$ cat src/rtl/branch_resolve_tracker.sv
// Branch resolve tracker: keeps decode-time branch cache predictions in order,
// checks each execute-stage resolution against the oldest one, and drives the
// registered cache update port plus a mispredict redirect to fetch.
module branch_resolve_tracker #(
  parameter int unsigned DEPTH_N = 3
) (
  input  logic        iCLOCK,
  input  logic        iRESET_SYNC,
  input  logic        iFLUSH,
  input  logic        iPRED_STB,
  input  logic [31:0] iPRED_INST_ADDR,
  input  logic        iPRED_HIT,
  input  logic        iPRED_TAKEN,
  input  logic [31:0] iPRED_ADDR,
  output logic        oPRED_FULL,
  input  logic        iRESOLVE_STB,
  input  logic [31:0] iRESOLVE_INST_ADDR,
  input  logic        iRESOLVE_TAKEN,
  input  logic [31:0] iRESOLVE_ADDR,
  output logic        oJUMP_STB,
  output logic        oJUMP_HIT,
  output logic [31:0] oJUMP_ADDR,
  output logic [31:0] oJUMP_INST_ADDR,
  output logic        oMISS_STB,
  output logic [31:0] oMISS_ADDR,
  output logic [31:0] oSTAT_BRANCH,
  output logic [31:0] oSTAT_MISS
);

  localparam int unsigned DEPTH = 1 << DEPTH_N;
  localparam int unsigned PW    = DEPTH_N + 1;

  typedef struct packed {
    logic [31:0] inst_addr;
    logic        hit;
    logic        taken;
    logic [31:0] addr;
  } pred_t;

  pred_t          fifo_q [DEPTH];
  logic [PW-1:0]  rd_ptr_q, rd_ptr_d;
  logic [PW-1:0]  wr_ptr_q, wr_ptr_d;
  logic           full_q, full_d;

  logic           jump_stb_q, jump_hit_q;
  logic [31:0]    jump_addr_q, jump_inst_addr_q;
  logic           miss_stb_q;
  logic [31:0]    miss_addr_q;
  logic [31:0]    stat_branch_q, stat_miss_q;

  logic           empty_c;
  logic           full_c;
  pred_t          head_c;
  logic           match_c;
  logic           pred_taken_c;
  logic           miss_c;
  logic           pop_c;
  logic           push_c;
  logic           resolve_c;

  // Pointer bookkeeping, head match and mispredict detection.
  always_comb begin
    rd_ptr_d     = rd_ptr_q;
    wr_ptr_d     = wr_ptr_q;
    empty_c      = (rd_ptr_q == wr_ptr_q);
    full_c       = (rd_ptr_q[DEPTH_N] != wr_ptr_q[DEPTH_N]) &&
                   (rd_ptr_q[DEPTH_N-1:0] == wr_ptr_q[DEPTH_N-1:0]);
    head_c       = fifo_q[rd_ptr_q[DEPTH_N-1:0]];
    match_c      = iRESOLVE_STB && !empty_c && (head_c.inst_addr == iRESOLVE_INST_ADDR);
    pred_taken_c = match_c && head_c.hit && head_c.taken;
    miss_c       = iRESOLVE_STB &&
                   ((pred_taken_c != iRESOLVE_TAKEN) ||
                    (pred_taken_c && iRESOLVE_TAKEN && (head_c.addr != iRESOLVE_ADDR)));
    resolve_c    = iRESOLVE_STB && !iFLUSH;
    pop_c        = match_c && !iFLUSH;
    // A push on the wrong path (same cycle as a mispredict) is discarded.
    push_c       = iPRED_STB && (!full_c || pop_c) && !miss_c && !iFLUSH;

    if (iFLUSH) begin
      rd_ptr_d = wr_ptr_q;
    end else begin
      if (push_c) begin
        wr_ptr_d = wr_ptr_q + PW'(1);
      end
      if (miss_c) begin
        rd_ptr_d = wr_ptr_q;
      end else if (pop_c) begin
        rd_ptr_d = rd_ptr_q + PW'(1);
      end
    end

    full_d = (rd_ptr_d[DEPTH_N] != wr_ptr_d[DEPTH_N]) &&
             (rd_ptr_d[DEPTH_N-1:0] == wr_ptr_d[DEPTH_N-1:0]);
  end

  // Prediction storage; contents are don't-care while outside the pointer window.
  always_ff @(posedge iCLOCK) begin
    if (push_c && !iRESET_SYNC) begin
      fifo_q[wr_ptr_q[DEPTH_N-1:0]] <= '{inst_addr: iPRED_INST_ADDR,
                                         hit:       iPRED_HIT,
                                         taken:     iPRED_TAKEN,
                                         addr:      iPRED_ADDR};
    end
  end

  // Pointers, registered outputs and statistics counters.
  always_ff @(posedge iCLOCK) begin
    if (iRESET_SYNC) begin
      rd_ptr_q         <= '0;
      wr_ptr_q         <= '0;
      full_q           <= 1'b0;
      jump_stb_q       <= 1'b0;
      jump_hit_q       <= 1'b0;
      jump_addr_q      <= '0;
      jump_inst_addr_q <= '0;
      miss_stb_q       <= 1'b0;
      miss_addr_q      <= '0;
      stat_branch_q    <= '0;
      stat_miss_q      <= '0;
    end else begin
      rd_ptr_q   <= rd_ptr_d;
      wr_ptr_q   <= wr_ptr_d;
      full_q     <= full_d;
      jump_stb_q <= resolve_c;
      miss_stb_q <= resolve_c && miss_c;
      if (resolve_c) begin
        jump_hit_q       <= !iRESOLVE_TAKEN;
        jump_addr_q      <= iRESOLVE_ADDR;
        jump_inst_addr_q <= iRESOLVE_INST_ADDR;
        miss_addr_q      <= iRESOLVE_TAKEN ? iRESOLVE_ADDR : (iRESOLVE_INST_ADDR + 32'h4);
        stat_branch_q    <= stat_branch_q + 32'(1);
        if (miss_c) begin
          stat_miss_q <= stat_miss_q + 32'(1);
        end
      end
    end
  end

  assign oPRED_FULL      = full_q;
  assign oJUMP_STB       = jump_stb_q;
  assign oJUMP_HIT       = jump_hit_q;
  assign oJUMP_ADDR      = jump_addr_q;
  assign oJUMP_INST_ADDR = jump_inst_addr_q;
  assign oMISS_STB       = miss_stb_q;
  assign oMISS_ADDR      = miss_addr_q;
  assign oSTAT_BRANCH    = stat_branch_q;
  assign oSTAT_MISS      = stat_miss_q;

endmodule

$ cat config.mk
export PLATFORM = sky130hd
export DESIGN_NAME = branch_resolve_tracker
export DESIGN_NICKNAME = d
export VERILOG_FILES = /design/src/rtl/branch_resolve_tracker.sv
export SDC_FILE = /design/constraint.sdc
export NUM_CORES = 1
export LEC_CHECK = 0
export CORE_UTILIZATION = 45
export CTS_CLUSTER_SIZE = 10
export DETAILED_ROUTE_END_ITERATION = 8
export GPL_ROUTABILITY_DRIVEN = 0
export PLACE_DENSITY = 0.66
export SYNTH_ARGS = -nofsm -noshare
export SYNTH_HDL_FRONTEND = slang
export SYNTH_SLANG_ARGS = --single-unit
$ cat constraint.sdc
create_clock -name iCLOCK -period 21.9 [get_ports iCLOCK]
set_clock_uncertainty 0.1 [all_clocks]
set_input_delay 4.38 -clock iCLOCK [delete_from_list [all_inputs] [get_ports iCLOCK]]
set_output_delay 4.38 -clock iCLOCK [all_outputs]
set_load 0.05 [all_outputs]
* Word level (Yosys, flattened, before mapping)
Memories as Yosys holds them, arrays and structs flattened. A register that Yosys moved wholly into a read port is not among the register bits.
Index checks and enable logic that the tools add are counted.
** Cells by class
- $add $sub $neg :: 5
- Multiply operators :: 0
- Div/mod/pow operators :: 0
- Order comparisons :: 0
- Equal/unequal tests :: 8
- Shift-type cells :: 0
- Mux-type cells :: 9
- Bitwise operators :: 0
- Reduce and logical (&&, ||, !) cells :: 25
** Operators with widths (count)
- $add 32x1->32 const B :: 2
- $add 32x3->32 const B :: 1
- $eq 32x32->1 :: 1
- $mux 32 :: 1
- $ne 32x32->1 :: 1
- $mux 4 :: 5
- $logic_and 1x1->1 :: 16
- $add 4x1->4 const B :: 2
- $eq 3x3->1 :: 2
- $logic_not 1->1 :: 6
- $eq 4x4->1 :: 1
- $mux 3 :: 1
- $ne 1x1->1 :: 3
- $logic_or 1x1->1 :: 2
- $mux 1 :: 2
- $reduce_and 2->1 :: 1
** Word-level totals
- Register bits after elaboration :: 172
- Bits in latches :: 0
- Memory bits (writable) :: 528
- Bits in read-only memories :: 0
- Bits of input ports :: 136
- Output and inout bits :: 164
- Word-level logic and storage cells :: 59
- Memories :: 1
** Memories
- fifo_q :: depth 8, width 66, rd ports 1, clocked after memory_dff 1, wr ports 1, line 40 : pred_t fifo_q [DEPTH];

* Depth between registers and ports, before layout
Gate-level depths: netlist (run 1).
- Depth after elaboration :: 17
- Depth in mapped cells :: 21
- Depth with buffers taken out :: 14

* Worst setup path before layout (run 1)
Ideal clock, no wire load.
- Path type :: input port to flip-flop
- Start :: in iRESOLVE_INST_ADDR[4]
- End :: mem fifo_q[7][0] in the netlist's numbering (enable)
- Library setup time :: 0.677 ns
- Data arrival time :: 13.553 ns
- Data required time :: 21.123 ns
- Setup slack :: 7.570 ns
- Stages :: 14
- Path buffers :: 3
- Cells stage by stage :: clkbuf_1 xor2_1 o2111ai_1 nor3_1 nand2_1 nor2_1 ha_1 clkbuf_1 or3_1 o21ai_0 a31oi_4 or2_2 clkbuf_1 nor4b_1
** On the way
- Cells in the longest elaborated chain, start to end :: 14
- Elaborated cells between the ends (all ways) :: 18
- Classes of those cells :: eq/ne: 2; mux: 2; reduce/logical: 14
** Ends and longest elaborated chain
- start, declared :: line 17 : input logic [31:0] iRESOLVE_INST_ADDR,
- $eq 32x32->1 (*) :: line 69 : match_c = iRESOLVE_STB && !empty_c && (head_c.inst_addr == iRESOLVE_INST_ADDR);
- $logic_and 1x1->1 (*) :: line 69
- $logic_and 1x1->1 (2 in a row) :: line 70 : pred_taken_c = match_c && head_c.hit && head_c.taken;
- $logic_and 1x1->1 (2 in a row) :: line 73 : (pred_taken_c && iRESOLVE_TAKEN && (head_c.addr != iRESOLVE_ADDR)));
- $logic_or 1x1->1 :: line 72 : ((pred_taken_c != iRESOLVE_TAKEN) ||
- $logic_and 1x1->1 :: line 71 : miss_c = iRESOLVE_STB &&
- $logic_not 1->1 :: line 77 : push_c = iPRED_STB && (!full_c || pop_c) && !miss_c && !iFLUSH;
- $logic_and 1x1->1 (*) (2 in a row) :: line 77
- $logic_and 1x1->1 (*) :: line 98 : if (push_c && !iRESET_SYNC) begin
- $mux 1 (*) :: line 98
- $mux 1 (implied by the code) (*) :: line 99 : fifo_q[wr_ptr_q[DEPTH_N-1:0]] <= '{inst_addr: iPRED_INST_ADDR,
- end, declared :: line 40
Mark *: on every way between the ends. The rest lies on a longest branch, timed or not.

* Worst setup path after layout (run 1)
- Start :: in iRESOLVE_INST_ADDR[17]
- End :: mem fifo_q[1][45] in the netlist's numbering (enable)
Same word-level chain as after synthesis.

==> summary.txt, run 1 <==
CTS Root Buffer Type - clkbuf_16
Critical path class - input port to flop
Crit start category - input port
Cells after synthesis - 2011
Clock Pin Slew Worst Setup and Hold Paths - 50 ps
Ys async rst share - 0%
Simple-Gate Fraction of Synth Area - 8.686%
Max-cap violations - 0
Post-CTS Setup Bufs - 0
CP required - 22050 ps
Post-CTS Hold Buffers - 0
WP data arrival - 9670 ps
Final setup fails - 0
Compound-cell area share of the yosys netlist - 6.366%
RSZ-0062 raised after global routing - false
EDFF count, synth - 528
CP max FO - 35
Yosys warns - 0
Post-CTS Resized - 0
Congestion Overflow GR - 0
Placed insts - 3066
Clock sink count - 700
Final worst-path cycle share - 43.45%
Post-Synth Adder-Cell Area - 0.2631%
Area leader, netlist - edfxtp_1
DP Area - 32330 um^2
Die area - 64430 um^2
Layout Utilization - 55.99%
Hold path depth - 2
Total Routed Length - 79800 um
Top_reg_cell synth - edfxtp_1
Status - complete, but fails checks
IO Count - 300
Share of cells above drive strength 1 - 10.15%
Vias per inst - 5.632
#FFs+latches synth - 700
Routed Antenna Nets - 1
Fillers - 4971
Cell Rows - 91
Slew Limit Fails - 0
Area share of the largest cell type after synthesis - 55.56%
CTS HTree Levels - 3
Die W - 253.8 um
Fin crit period - 9516 ps
Synth-to-Final Area Change - 21.97%
Overall power - 2.899 mW
Worst skew pair latency - 630 ps
WL met1 - 32270 um
Count leader, synth - edfxtp_1
Leak Pwr - 11.18 nW
Worst hold path class - flop to flop
Post-synthesis cell type count - 63
Highest metal used - met5
Initial antenna violation count - 16
Setup TNS - 0 ps
Peak supply drop - 0.05116 mV
Global-route wire length before repair - 115300 um
Total CTS buffers - 81
DR vias - 18140
Routed len/inst - 24.78 um
NumNets Final - 2454
Achievable clock frequency - 0.1051 GHz
TritonCTS clock tree - built
Syn avg cell area - 14.19 um^2
TritonRoute pass-1 iters - 7
Commonest cells in the netlist - 528 x edfxtp_1, 266 x nand2_1, 172 x dfxtp_1
Hold_ws - 353.5 ps
Vias in the first global route - 17660
WL met3 - 7287 um
Syn_nets - 2153
Final worst setup slack - 12380 ps
Failing checks - antenna rules
Syn Std Cell Area - 28540 um^2
Pwr per Cell Area - 83.29 nW/um^2
WL met2 - 38440 um
Main combinational cell family by area after synthesis - multiplexers
Fin area - 34810 um^2
Final Non-Filler Cells - 3220
DPL Wire Length - 52580 um
GRT Overall Usage - 24.71%
DIE HEIGHT - 253.8 um
Mux contribution to synthesized area - 10.97%
Post-synthesis sequential area ratio - 67.63%
Max-slew headroom - 35.13%
I/O Buffers - 299
Place WS - 11830 ps
Hold Vio Cnt, Final - 0
Core area - 62170 um^2
XOR/XNOR share of the synthesized area - 3.775%
R2R depth - 16
Largest net degree at the start of global routing - 81
Starting density of the core - 45.90%
Max clock buf depth - 3
Top cells by area, synth - edfxtp_1 56%, dfxtp_1 12%, mux4_2 5.7%, mux2i_1 4.7%, nand2_1 3.5%
DRC errors left - 0
DR iter-0 viols - 1719
Slew @ Worst Pin - 973.0 ps
Critical path capture point type - flop
[placed cells by master (no fill, tap or decap), types with 7 or more instances in the layout]
master,Yosys,final
a21oi_1,130,130
a221oi_1,14,14
a22oi_1,30,30
and2_1,9,9
and3_1,21,20
buf_4,14,32
clkbuf_1,61,52
clkbuf_16,0,84
clkdlybuf4s50_1,0,297
dfxtp_1,172,169
diode_2,0,8
edfxtp_1,528,528
inv_1,23,22
mux2_2,12,12
mux2i_1,134,134
mux4_2,72,72
nand2_1,266,266
nand2b_1,9,8
nand3_1,39,39
nand4_1,23,23
nor2_1,80,80
nor2b_1,11,10
nor3_1,8,8
o2111ai_1,7,7
o211ai_1,7,7
o21ai_0,58,58
o22ai_1,12,12
or3_1,23,23
or4_1,13,13
xnor2_1,47,47
xor2_1,76,76
[area by class of cell]
cell class / instances / area, um^2 / share of cell area [%]
Sequential cell: 700 / 19310 / 55.48
Clock buffer: 140 / 2352 / 6.758
Multi-Input combinational cell: 1174 / 8652 / 24.86
Clock inverter: 6 / 106.4 / 0.3055
Inverter: 24 / 90.09 / 0.2588
Antenna cell: 8 / 20.02 / 0.05751
Timing Repair Buffer: 331 / 3229 / 9.278
Tap cell: 837 / 1047 / 3.009
[where the power goes]
group          total [mW]  internal [mW]  leakage, nW  switching, mW
registers            1.45           1.44         6.16        0.00910
clock network        1.25          0.739         1.17          0.510
logic               0.199         0.0705         3.86          0.129
total                2.90           2.25         11.2          0.648
[cells by family after synthesis]
logic type      after synthesis
xor+xnor                    123
fa+ha+maj                     6
simple gates                528
flops                       700
mux                         221
buf+inv                     137
compound gates              296
[final timing paths]
kind	start	endpoint	slack [ps]
setup / recovery	iRESOLVE_INST_ADDR[17]	fifo_q[1][45]	12380
hold / removal	oMISS_ADDR[29]	oMISS_ADDR[29]	350
setup reg to reg	rd_ptr_q[1]	fifo_q[1][45]	13880
hold reg to reg	oMISS_ADDR[29]	oMISS_ADDR[29]	350
[worst max-delay path: stages]
cell and delay, ps:
clkdlybuf4s50_1 670, a21o_1 280, a2111oi_1 640, nand4_1 170
nor2_1 240, ha_1 390, or3_1 340, o21ai_0 140
a31oi_4 130, or2_2 440, nor2_1 280, and3_2 880
buf_4 650
[routing by layer]
layer,vias to the layer above,GRT usage (%)
met5,-,0
met4,20,6.919
met3,143,6.945
met2,758,40.03
met1,9048,32.48
li1,8166,-
[registers in the layout, indices dropped and copies added (netlist names)]
| register | count |
|---|---|
| fifo_q | 528 |
| oJUMP_ADDR | 32 |
| oJUMP_INST_ADDR | 32 |
| oMISS_ADDR | 32 |
| oSTAT_BRANCH | 32 |
| oSTAT_MISS | 32 |
| rd_ptr_q | 4 |
| wr_ptr_q | 4 |
| oJUMP_HIT | 1 |
| oJUMP_STB | 1 |
| oMISS_STB | 1 |
| oPRED_FULL | 1 |
Power figures use the tool's default switching activity.
==> run 2, diff against run 1 <==
PLACE_DENSITY = 0.68   (was 0.66)
clock period = 7.71 ns   (was 21.9 ns; I/O delays follow)
==> run 2 against run 1 <==
- the run now ends clean
- non-clock buffer count grew 16
- worst hold slack barely moved
- first-iteration DRC count is 6.5% higher
- utilization grew 0.29 points
- critical path type is now flop to flop
- critical endpoint is now fifo_q[2][61]
- largest cell class unchanged
- largest power group unchanged
==> summary.txt, run 2 (synthesis gave the netlist of run 1 again) <==
Worst hold path class - flop to flop
Starting density of the core - 45.90% (unchanged)
DPL Wire Length - 54520 um (+3.7%)
Critical path class - flop to flop
CTS Root Buffer Type - clkbuf_16
CP max FO - 51 (+46%)
Core area - 62170 um^2 (unchanged)
Global-route wire length before repair - 116900 um (+1.4%)
Vias in the first global route - 17790 (+0.70%)
DR iter-0 viols - 1830 (+6.5%)
Crit-path max cell delay - 990 ps (+110 ps)
Congestion Overflow GR - 0 (unchanged)
Worst skew pair latency - 630 ps (about the same)
Vias per inst - 5.672 (+0.71%)
Hold Vio Cnt, Final - 0 (unchanged)
Peak supply drop - 0.1983 mV (+290%)
I/O Buffers - 299 (unchanged)
Routed Antenna Nets - 0 (-1)
Max clock buf depth - 3 (unchanged)
Layout Utilization - 56.28% (+0.29 points)
DIE HEIGHT - 253.8 um (unchanged)
WP data arrival - 6910 ps (-2760 ps)
Max-slew headroom - 30.45% (-4.7 points)
Slew @ Worst Pin - 1043 ps (+70.25 ps)
Cell Rows - 91 (unchanged)
Die W - 253.8 um (unchanged)
Post-CTS Setup Bufs - 0 (unchanged)
Post-CTS Resized - 0 (unchanged)
TritonRoute pass-1 iters - 5 (-2)
Die area - 64430 um^2 (unchanged)
Max FFs per register - 528 (unchanged)
DR vias - 18280 (+0.81%)
Setup TNS - 0 ps (unchanged)
RSZ-0062 raised after global routing - false
DP Area - 32640 um^2 (+0.96%)
DRC errors left - 0 (unchanged)
Final worst setup slack - 1008 ps (-11380 ps)
TritonCTS clock tree - built
Hold_ws - 353.4 ps (-0.09100 ps)
Status - finished clean
Clock sink count - 700 (unchanged)
Post-CTS Hold Buffers - 0 (unchanged)
Crit start category - flop
NumNets Final - 2470 (+0.65%)
Total Routed Length - 80640 um (+1.0%)
Commonest non-fill, non-tap cell in the layout - edfxtp_1
Slowest cell on the critical path - dfxtp_4
Fin area - 34990 um^2 (+0.52%)
GRT Overall Usage - 25.00% (+0.29 points)
Slew Limit Fails - 0 (unchanged)
Share of cells above drive strength 1 - 10.62% (+0.47 points)
IO Count - 300 (unchanged)
Synth-to-Final Area Change - 22.61%
Leak Pwr - 11.26 nW (+0.71%)
Largest net degree at the start of global routing - 100 (+23%)
Routed len/inst - 25.02 um (+0.95%)
CP cell instances - buf_4 > mux4_2 > mux2i_1 > xor2_1 > nand2_1 > nor4_2 > nand4_1 > nor2_1 > ha_1 > or3_1 > o21ai_0 > a31oi_4 > or2_2 > nor2_1 > nor4bb_4 > buf_4
Max-cap violations - 0 (unchanged)
Initial antenna violation count - 7 (-9)
Fin crit period - 6702 ps
CTS HTree Levels - 3 (unchanged)
Place WS - 922.2 ps (-10900 ps)
Pwr per Cell Area - 232.7 nW/um^2 (+180%)
Critical path capture point type - flop
Final setup fails - 0 (unchanged)
Clock Pin Slew Worst Setup and Hold Paths - 60 ps (about the same)
CP required - 7920 ps (-14130 ps)
Achievable clock frequency - 0.1492 GHz
Final worst-path cycle share - 86.93%
Total CTS buffers - 81 (unchanged)
Most frequent cells in the layout - 528 x edfxtp_1, 297 x clkdlybuf4s50_1, 266 x nand2_1
## run 2: changes by cell type in the layout (fill, tap and decap cells not counted), moves of 2 or more
| cell | delta |
|---|---|
| clkbuf_8 | -2 |
| clkinv_8 | -2 |
| nor4b_4 | +2 |
| clkbuf_16 | -2 |
| buf_12 | +13 |
| diode_2 | -4 |
| clkbuf_1 | -6 |
| buf_4 | +3 |
| inv_6 | +2 |
| nor4b_2 | -2 |
## run 2: layout make-up
| type | instances | area (um^2) |
|---|---|---|
| diodes | 4 | 10.01 |
| clock buffers | 130 | 2252 |
| clock inverters | 7 | 88.84 |
| fillers | 4983 | 27180 |
| inverters | 24 | 90.09 |
| multi-input cells | 1174 | 8678 |
| flip-flops and latches | 700 | 19310 |
| well taps | 837 | 1047 |
| repair buffers | 347 | 3512 |
## run 2: per-stage QoR
step	power [mW]	instances
finish	8.142	3223
global route	8.376	3221
CTS	8.200	3219
detailed placement	4.769	3082
global placement	4.760	3082
floorplan	4.487	2011
## run 2: final timing paths
kind / startpoint / end / slack [ps] / depth (start not counted)
setup reg to reg: rd_ptr_q[1] / fifo_q[2][61] / 1010 / 16
hold reg to reg: oJUMP_ADDR[26] / oJUMP_ADDR[26] / 350 / 2
hold / removal: oJUMP_ADDR[26] / oJUMP_ADDR[26] / 350 / 2
setup / recovery: rd_ptr_q[1] / fifo_q[2][61] / 1010 / 16
## run 2: report_power, final
part	internal (mW)	leakage, nW	switching, mW
clock	1.99	1.12	1.45
sequential	4.09	6.16	0.0287
combinational	0.205	3.99	0.366
## run 2: worst max-delay path: cells and delay by family (launching register included)
kind                     cells  cell delay, ps
buffers and inverters        2             820
adder cells (fa/ha/maj)      1             400
AND/OR/NAND/NOR              8            2860
multiplexers                 2             730
flip-flops                   1             990
XOR/XNOR                     1             150
AO/OA/AOI/OAI                2             280
## run 2: routing by layer
metal	GRT usage, %	up-vias	share of wire [%]
met4	7.676	8	2.6
met5	0	-	0.071
li1	-	8189	-
met3	6.351	117	9.7
met2	39.81	854	47
met1	33.65	9113	41
